## src/rtl/axi_10g_ethernet_0_tx_seg_ctrl.sv

```systemverilog
// ============================================================================
// Module   : axi_10g_ethernet_0_tx_seg_ctrl
// Brief    : TX segment scheduler. Pops one payload checksum, issues one
//            segment descriptor, then forwards one segment of payload beats.
//            Optional per-segment counter enabled by macro SEG_STATS_EN.
// Revision : 1.0 - initial release
// ============================================================================
`default_nettype none

module axi_10g_ethernet_0_tx_seg_ctrl #(
    parameter int TCP_DATA_LENGTH = 1456,
    parameter int SEQ_W           = 32
) (
    input  logic             s_aclk,
    input  logic             s_areset,
    input  logic             enable,
    input  logic             seq_load,
    input  logic [SEQ_W-1:0] init_seq,
    input  logic [SEQ_W-1:0] ack_num,
    input  logic [15:0]      peer_window,
    output logic             csum_rd_en,
    input  logic             csum_empty,
    input  logic [15:0]      csum_dout,
    input  logic             tx_user_tvalid,
    output logic             tx_user_tready,
    input  logic [63:0]      tx_user_tdata,
    input  logic [7:0]       tx_user_tkeep,
    output logic             desc_valid,
    input  logic             desc_ready,
    output logic [SEQ_W-1:0] desc_seq,
    output logic [15:0]      desc_csum,
    output logic [15:0]      desc_len,
    output logic             m_axis_tvalid,
    input  logic             m_axis_tready,
    output logic [63:0]      m_axis_tdata,
    output logic [7:0]       m_axis_tkeep,
    output logic             m_axis_tlast,
    output logic             busy,
    output logic [31:0]      seg_count
);

    localparam int                 c_BEATS     = TCP_DATA_LENGTH / 8;
    localparam int                 c_CNT_W     = $clog2(c_BEATS + 1);
    localparam int                 c_CMP_W     = SEQ_W + 16;
    localparam logic [c_CNT_W-1:0] c_LAST_BEAT = c_CNT_W'(c_BEATS - 1);
    localparam logic [SEQ_W-1:0]   c_SEG_ADV   = SEQ_W'(TCP_DATA_LENGTH);

    typedef enum logic [1:0] {
        S_IDLE = 2'd0,
        S_CAP  = 2'd1,
        S_DESC = 2'd2,
        S_PAY  = 2'd3
    } state_t;

    state_t             r_state;
    logic [SEQ_W-1:0]   r_seq;
    logic [c_CNT_W-1:0] r_beat_cnt;
    logic [15:0]        r_csum;
    logic               r_desc_valid;
    logic               r_busy;

    logic [SEQ_W-1:0]   w_inflight;
    logic               w_win_ok;
    logic               w_start;
    logic               w_pay;
    logic               w_beat_xfer;
    logic               w_last_beat;
    logic               w_seg_done;

    // Modular distance keeps the window check correct across sequence wrap.
    assign w_inflight  = r_seq + c_SEG_ADV - ack_num;
    assign w_win_ok    = c_CMP_W'(w_inflight) <= c_CMP_W'(peer_window);

    assign w_start     = (r_state == S_IDLE) && !seq_load && enable &&
                         !csum_empty && w_win_ok;
    assign w_pay       = (r_state == S_PAY);
    assign w_beat_xfer = w_pay && tx_user_tvalid && m_axis_tready;
    assign w_last_beat = (r_beat_cnt == c_LAST_BEAT);
    assign w_seg_done  = w_beat_xfer && w_last_beat;

    always_ff @(posedge s_aclk or posedge s_areset) begin
        if (s_areset) begin
            r_state      <= S_IDLE;
            r_seq        <= '0;
            r_beat_cnt   <= '0;
            r_csum       <= '0;
            r_desc_valid <= 1'b0;
            r_busy       <= 1'b0;
        end else begin
            case (r_state)
                S_IDLE: begin
                    if (seq_load) begin
                        r_seq <= init_seq;
                    end else if (w_start) begin
                        r_busy  <= 1'b1;
                        r_state <= S_CAP;
                    end
                end
                S_CAP: begin
                    // FIFO data appears the cycle after the read strobe.
                    r_csum       <= csum_dout;
                    r_desc_valid <= 1'b1;
                    r_state      <= S_DESC;
                end
                S_DESC: begin
                    if (desc_ready) begin
                        r_desc_valid <= 1'b0;
                        r_beat_cnt   <= '0;
                        r_state      <= S_PAY;
                    end
                end
                S_PAY: begin
                    if (w_beat_xfer) begin
                        if (w_last_beat) begin
                            r_seq      <= r_seq + c_SEG_ADV;
                            r_beat_cnt <= '0;
                            r_busy     <= 1'b0;
                            r_state    <= S_IDLE;
                        end else begin
                            r_beat_cnt <= r_beat_cnt + c_CNT_W'(1);
                        end
                    end
                end
                default: begin
                    r_state <= S_IDLE;
                end
            endcase
        end
    end

    assign csum_rd_en     = w_start;
    assign desc_valid     = r_desc_valid;
    assign desc_seq       = r_desc_valid ? r_seq  : '0;
    assign desc_csum      = r_desc_valid ? r_csum : '0;
    assign desc_len       = 16'(TCP_DATA_LENGTH);
    assign busy           = r_busy;

    // Payload is a pure pass-through, gated off entirely outside PAY.
    assign m_axis_tvalid  = w_pay && tx_user_tvalid;
    assign tx_user_tready = w_pay && m_axis_tready;
    assign m_axis_tdata   = w_pay ? tx_user_tdata : '0;
    assign m_axis_tkeep   = w_pay ? tx_user_tkeep : '0;
    assign m_axis_tlast   = w_pay && w_last_beat;

`ifdef SEG_STATS_EN
    logic [31:0] r_seg_count;

    always_ff @(posedge s_aclk or posedge s_areset) begin
        if (s_areset) begin
            r_seg_count <= '0;
        end else if (w_seg_done) begin
            r_seg_count <= r_seg_count + 32'd1;
        end
    end

    assign seg_count = r_seg_count;
`else
    logic w_unused_seg_done;
    assign w_unused_seg_done = w_seg_done;
    assign seg_count         = 32'd0;
`endif

endmodule

`default_nettype wire

```

## config.mk

```make
export PLATFORM = sky130hd
export DESIGN_NAME = axi_10g_ethernet_0_tx_seg_ctrl
export DESIGN_NICKNAME = d
export VERILOG_FILES = /design/src/rtl/axi_10g_ethernet_0_tx_seg_ctrl.sv
export SDC_FILE = /design/constraint.sdc
export NUM_CORES = 1
export LEC_CHECK = 0
export CELL_PAD_IN_SITES_DETAIL_PLACEMENT = 1
export CELL_PAD_IN_SITES_GLOBAL_PLACEMENT = 2
export CORE_MARGIN = 2
export CORE_UTILIZATION = 35
export CTS_CLUSTER_SIZE = 20
export DETAILED_ROUTE_END_ITERATION = 12
export DONT_BUFFER_PORTS = 1
export MAX_ROUTING_LAYER = met4
export PLACE_DENSITY_LB_ADDON = 0.1
export SLEW_MARGIN = 10
export SYNTH_ARGS = -nofsm -noshare
export SYNTH_HDL_FRONTEND = slang
export SYNTH_SLANG_ARGS = --single-unit
```

## constraint.sdc

```tcl
create_clock -name s_aclk -period 6.4 [get_ports s_aclk]
set_input_delay 0.96 -clock s_aclk [delete_from_list [all_inputs] [get_ports s_aclk]]
set_output_delay 0.96 -clock s_aclk [all_outputs]
set_load 0.01 [all_outputs]
```

# [Word-level counts from Yosys, hierarchy flattened]
# Index checks and enable logic that the tools add are counted.
[op_classes] add_sub_neg=3 mul=0 div=0 n_lt_le_gt_ge=1 eq_ne=10 shift=0 mux=25 bitwise=0 n_reduce_logical=19
[ops] cell="two-way mux 32 bit" count=4
[ops] cell="two-way mux 64 bit" count=1
[ops] cell="case mux 32 bit (2 select lines)" count=1
[ops] cell="adder 32 x 11 -> 32 bit (second input constant)" count=1
[ops] cell="<= comparator 32 x 16 -> 1 bit" count=1
[ops] cell="two-way mux 8 bit" count=4
[ops] cell="subtractor 32 bit" count=1
[ops] cell="two-way mux 16 bit" count=1
[ops] cell="case mux 8 bit (2 select lines)" count=1
[ops] cell="two-way mux 2 bit" count=5
[ops] cell="AND reduction 5 bit" count=2
[ops] cell="adder 8 x 1 -> 8 bit (second input constant)" count=1
[ops] cell="== test 8 bit (second input constant)" count=1
[ops] cell="logical AND 1 bit" count=8
[ops] cell="!= test 2 bit (second input constant)" count=4
[ops] cell="case mux 2 bit (4 select lines)" count=1
[ops] cell="nonzero test 2 bit" count=3
[ops] cell="two-way mux 1 bit" count=5
[ops] cell="== test 2 bit (second input constant)" count=2
[ops] cell="!= test 2 x 1 -> 1 bit (second input constant)" count=2
[ops] cell="case mux 1 bit (2 select lines)" count=2
[ops] cell="AND reduction 4 bit" count=1
[ops] cell="AND reduction 3 bit" count=1
[ops] cell="== test 2 x 1 -> 1 bit (second input constant)" count=1
[ops] cell="3 further kinds" count=4
[word_totals] reg_bits=60 latch_bits=0 ram_bits=0 rom_bits=0 input_bits=176 wordCells=64 memories=0

# [Logic depth before layout (Yosys ltp)]
[logic_depth] word_depth=8 mapped_depth=24 mapped_depth_nobuf=23

# [Least setup slack after synthesis]
# OpenSTA, ideal clock, no wires.
[synth_timing] path_type="register to output" startpoint="register r_seq[4]" endpoint="output port csum_rd_en" t_arrival_ps=4268 setup_slack_ps=1172 path_stages_with_launch=22 cell_sequence="dfrtp_1 -> inv_1 -> ha_1 -> nor2b_1 -> o31ai_1 -> nand2b_1 -> nor3b_1 -> and3_1 -> clkbuf_1 -> nand2_1 -> nor2_1 -> xor2_1 -> ha_1 -> clkbuf_1 -> and4_1 -> clkbuf_1 -> nand2_1 -> or3_1 -> a31oi_1 -> o221ai_1 -> nor4_1 -> and4_1"
[synth_between] elab_chain_len=4
[synth_lines] element="start, declared" line="56" text="logic [SEQ_W-1:0] r_seq;"
[synth_lines] element="start signal, assigned" line="93" text="r_seq <= init_seq;"
[synth_lines] element="start signal, assigned" line="115" text="r_seq <= r_seq + c_SEG_ADV;"
[synth_lines] element="adder 32 x 11 -> 32 bit" line="71" text="assign w_inflight = r_seq + c_SEG_ADV - ack_num;"
[synth_lines] element="subtractor 32 bit" line="71"
[synth_lines] element="<= comparator 32 x 16 -> 1 bit" line="72" text="assign w_win_ok = c_CMP_W'(w_inflight) <= c_CMP_W'(peer_window);"
[synth_lines] element="logical AND 1 bit" line="75" text="!csum_empty && w_win_ok;"
[synth_lines] element="end, declared" line="21" text="output logic csum_rd_en,"
# No other way between the ends.

# [Worst setup path in the final report]
# Same ends and word-level chain as after synthesis.

==> run summary <==
OUTCOME
--------------------------------------------------------------------------------------
Status                                                                    finished clean

POWER AND IR DROP
--------------------------------------------------------------------------------------
Power Dens Cells                                                            630 mW/mm2
Leakage power                                                                  3.32 nW
Max VDD drop                                                                  0.236 mV
Power consumption                                                              4.67 mW

LOGIC SYNTHESIS
--------------------------------------------------------------------------------------
Synth Area per Inst                                                           7.74 um2
Post-synth top flop                                                       sky130_fd_sc_hd__dfrtp_1
Top cells by area in the synthesized netlist                              sky130_fd_sc_hd__dfrtp_1 (21%), sky130_fd_sc_hd__and2_1 (11%), sky130_fd_sc_hd__ha_1 (9.7%)
Most area-hungry cell type in the Yosys netlist                           sky130_fd_sc_hd__dfrtp_1
Number of synthesized flops with an enable pin                                       0
Number of register bits inferred by synthesis                                       60
Mapped Area                                                                0.00709 mm2
Distinct cell type count after synthesis                                            78
Cells after synthesis                                                              916
Area share of the largest cell type after synthesis                              21.2%
Sequential element share of the synthesized area                                 21.2%
Yosys Warn Count                                                                     0
Share of flip-flops with an asynchronous set or reset after synthesis             100%

GLOBAL ROUTE
--------------------------------------------------------------------------------------
Via count of the first global-routing pass                                       6,540
Pin count of the biggest net entering global routing                               108
Wire length of the first global-routing pass                                   38.4 mm
Gr ovfl total                                                                        0
Antenna violations before repair                                                    14
GRT Overall Usage                                                                23.4%

LAYOUT
--------------------------------------------------------------------------------------
Post-route design area                                                     0.00742 mm2
Fraction of final layout cells with drive strength greater than 1                7.92%
Number of fill cells in the layout                                               2,510
Area of combinational cells with multiple inputs                           0.00496 mm2
Nets                                                                             1,111
Relative area change from synthesis to final layout                              4.70%
Reg area                                                                   0.00150 mm2

STA
--------------------------------------------------------------------------------------
FMAX                                                                           167 MHz
Normalized max-slew margin                                                       29.5%
Final hold vios                                                                      0
Total negative setup slack                                                        0 ns
Worst Clk Skew                                                              0.00601 ns
Time the worst path needs with I/O delays and setup                            6.00 ns
Fin crit share                                                                   93.8%
Unrepaired setup endpoints after global routing                                     no
Slew at the pin closest to its max-slew limit                                  1.05 ns
Finish-stage setup viols                                                             0
Final Max Slew Viols                                                                 0

DETAILED ROUTING
--------------------------------------------------------------------------------------
Total Wirelength                                                               25.1 mm
Post-detailed-route count of antenna-violating nets                                  0
TritonRoute pass-1 iters                                                             5
Count of unresolved DRC violations after routing                                     0
Violation count after the first detailed-route iteration                           303
Detailed-route wire length per cell                                            21.5 um
Via density                                                                       5.31
Total via count after detailed routing                                           6,202

FLOORPLANNING
--------------------------------------------------------------------------------------
Die footprint                                                               0.0214 mm2
Starting density of the core                                                     35.4%
Top Ports                                                                          350
Die Span Y                                                                      146 um
Placement Rows                                                                      52
Die Span X                                                                      146 um
Placeable core region                                                       0.0200 mm2

CTS
--------------------------------------------------------------------------------------
CTS H-Tree Depth                                                                     3
CTS Buffer Depth                                                                     2
Clock sink count                                                                    60
Root buffer cell                                                          sky130_fd_sc_hd__clkbuf_16
Clock transition at the registers of the reported paths                        0.05 ns
CTS tree                                                                           yes
CTS buffer count                                                                     9
Hold-fix buffers, CTS                                                                0
Worst skew pair latency                                                        0.32 ns

FLOW RUN
--------------------------------------------------------------------------------------
Max-capacitance violation count                                                      0

SETUP PATH
--------------------------------------------------------------------------------------
Crit. End Element                                                          output port
Worst path required time                                                       5.44 ns
Startpoint of the worst-slack reg-to-reg timing path                      r_seq[4]$_DFFE_PP0P_
Flop2flop setup slack                                                          0.96 ns
Cell count of the worst reg-to-reg path                                             21
Launching element type of the critical path                                       flop
Reg-to-Reg End                                                            r_state[1]$_DFFE_PP0P_
Data arrival at the endpoint of the critical path                              5.04 ns
Max FO, Critical Path                                                                7
Critical setup path kind                                                  flop to output port

PLACE
--------------------------------------------------------------------------------------
Input/output buffers                                                                 0
HPWL after detailed placement                                                  20.8 mm
Placed Area                                                                0.00706 mm2
Weighted congestion reported at the end of routability-driven placement          0.882

MIN PATH
--------------------------------------------------------------------------------------
Worst hold path depth                                                                1
Worst hold endpoint                                                       r_csum[14]$_DFFE_PP0P_
Worst hold path class                                                     flop to flop
Origin of the worst min-delay path                                        r_csum[14]$_DFFE_PP0P_

==> cells in the mapped netlist, types with 30 or more instances <==
| cell | instances |
|---|---|
| sky130_fd_sc_hd__inv_1 | 68 |
| sky130_fd_sc_hd__buf_4 | 50 |
| sky130_fd_sc_hd__xnor2_1 | 30 |
| sky130_fd_sc_hd__dfrtp_1 | 60 |
| sky130_fd_sc_hd__nand2_1 | 69 |
| sky130_fd_sc_hd__nor2_1 | 39 |
| sky130_fd_sc_hd__ha_1 | 55 |
| sky130_fd_sc_hd__a21oi_1 | 53 |
| sky130_fd_sc_hd__clkbuf_1 | 37 |
| sky130_fd_sc_hd__and2_1 | 127 |
| sky130_fd_sc_hd__nand3_1 | 41 |
| sky130_fd_sc_hd__o21ai_0 | 57 |
==> layout by cell type, fill, tap and decap left out, types with 4 or more instances in the layout <==
| master | instances |
|---|---|
| sky130_fd_sc_hd__o211ai_1 | 9 |
| sky130_fd_sc_hd__buf_4 | 4 |
| sky130_fd_sc_hd__o22ai_1 | 12 |
| sky130_fd_sc_hd__and4_1 | 5 |
| sky130_fd_sc_hd__clkbuf_16 | 9 |
| sky130_fd_sc_hd__xnor2_1 | 30 |
| sky130_fd_sc_hd__nor3_1 | 8 |
| sky130_fd_sc_hd__nand3_1 | 41 |
| sky130_fd_sc_hd__nand2b_1 | 5 |
| sky130_fd_sc_hd__xor2_1 | 21 |
| sky130_fd_sc_hd__inv_1 | 67 |
| sky130_fd_sc_hd__nand2_1 | 69 |
| sky130_fd_sc_hd__a21oi_1 | 53 |
| sky130_fd_sc_hd__o21ai_0 | 56 |
| sky130_fd_sc_hd__clkinv_2 | 4 |
| sky130_fd_sc_hd__ha_1 | 53 |
| sky130_fd_sc_hd__diode_2 | 14 |
| sky130_fd_sc_hd__and2_1 | 127 |
| sky130_fd_sc_hd__o21a_1 | 9 |
| sky130_fd_sc_hd__and3_1 | 7 |
| sky130_fd_sc_hd__nand4_1 | 18 |
| sky130_fd_sc_hd__conb_1 | 48 |
| sky130_fd_sc_hd__a21o_1 | 6 |
| sky130_fd_sc_hd__mux2_2 | 18 |
| sky130_fd_sc_hd__dfrtp_1 | 60 |
| sky130_fd_sc_hd__nor2_1 | 38 |
| sky130_fd_sc_hd__mux2i_1 | 24 |
| sky130_fd_sc_hd__a31oi_1 | 5 |
==> per-stage QoR <==
step	std cells	worst slack, ns	util, %	hold WS [ns]
floorplan	962	1.17	-	0.472
global placement	1138	0.526	35.2	0.484
detailed placement	1138	0.513	35.2	0.490
CTS	1154	0.154	36.7	0.504
global route	1167	0.0429	37.0	0.525
finish	1168	0.400	37.0	0.500
==> per-layer routing <==
layer | GRT usage, % | vias to the layer above | wire (um)
met5 | - | - | 0
met2 | 36.3 | 180 | 11400
met3 | 6.78 | 17 | 1760
li1 | - | 2994 | -
met1 | 31.0 | 3011 | 11700
met4 | 3.83 | 0 | 194
==> kinds of logic (layout without fill, tap and decap cells) <==
kind of cell,count (synthesis),after routing,share of synthesized area [%]
flip-flops,60,60,21.2
AO/OA/AOI/OAI,192,192,17.5
AND/OR/NAND/NOR,346,346,26.7
XOR/XNOR,51,51,6.30
other,2,62,0.106
buffers and inverters,166,88,11.8
adder cells (fa/ha/maj),56,56,9.99
multiplexers,43,43,6.41
==> worst max-delay path, cell delays in order (launching register included) <==
cell                       delay (ns)
sky130_fd_sc_hd__dfrtp_1         0.36
sky130_fd_sc_hd__inv_1           0.09
sky130_fd_sc_hd__ha_1            0.23
sky130_fd_sc_hd__nor2b_1         0.20
sky130_fd_sc_hd__o31ai_2         0.10
sky130_fd_sc_hd__nand2b_1        0.17
sky130_fd_sc_hd__nand4_1         0.13
sky130_fd_sc_hd__xnor2_1         0.37
sky130_fd_sc_hd__ha_1            0.40
sky130_fd_sc_hd__a21oi_1         0.32
sky130_fd_sc_hd__o21a_1          0.25
sky130_fd_sc_hd__nand2_1         0.09
sky130_fd_sc_hd__xor2_1          0.16
sky130_fd_sc_hd__ha_1            0.31
sky130_fd_sc_hd__nand4_1         0.13
sky130_fd_sc_hd__or4_1           0.51
sky130_fd_sc_hd__o21ai_1         0.17
sky130_fd_sc_hd__nand4_1         0.18
sky130_fd_sc_hd__nor3_1          0.22
sky130_fd_sc_hd__and4_4          0.31
==> sequential cells by signal, summed over array words and instances, names as in the netlist <==
signal	cells
r_csum	16
busy	1
r_seq	32
r_state	2
desc_valid	1
r_beat_cnt	8
==> layout make-up <==
type | instances | area share, %
Inverter | 68 | 3.44
Tap cell | 270 | 4.55
Multi-Input combinational cell | 736 | 66.8
Timing Repair Buffer | 4 | 0.405
Clock buffer | 11 | 3.41
Sequential cell | 60 | 20.2
Antenna cell | 14 | 0.472
Clock inverter | 5 | 0.675
==> how the worst max path moves through the flow <==
stage / start / to / slack [ns] / depth (start not counted)
floorplan: r_seq[4]$_DFFE_PP0P_ / csum_rd_en / 1.17 / 21
global placement: ack_num[0] / csum_rd_en / 0.53 / 18
detailed placement: ack_num[0] / csum_rd_en / 0.51 / 18
CTS: r_seq[4]$_DFFE_PP0P_ / csum_rd_en / 0.15 / 21
global route: r_seq[4]$_DFFE_PP0P_ / csum_rd_en / 0.04 / 19
finish: r_seq[4]$_DFFE_PP0P_ / csum_rd_en / 0.40 / 19
==> power by group <==
group          internal [mW]  leakage (nW)  switching (mW)
registers              0.554         0.739           0.211
clock network          0.320         0.155           0.172
logic                   1.30          2.42            2.12
==> timing repair <==
| action | CTS | global route |
|---|---|---|
| buffers inserted | 0 | 0 |
| resized for setup | 0 | 10 |
| endpoints found under the setup margin | 0 | 1 |
No activity file was read; power rests on OpenSTA's default activity.
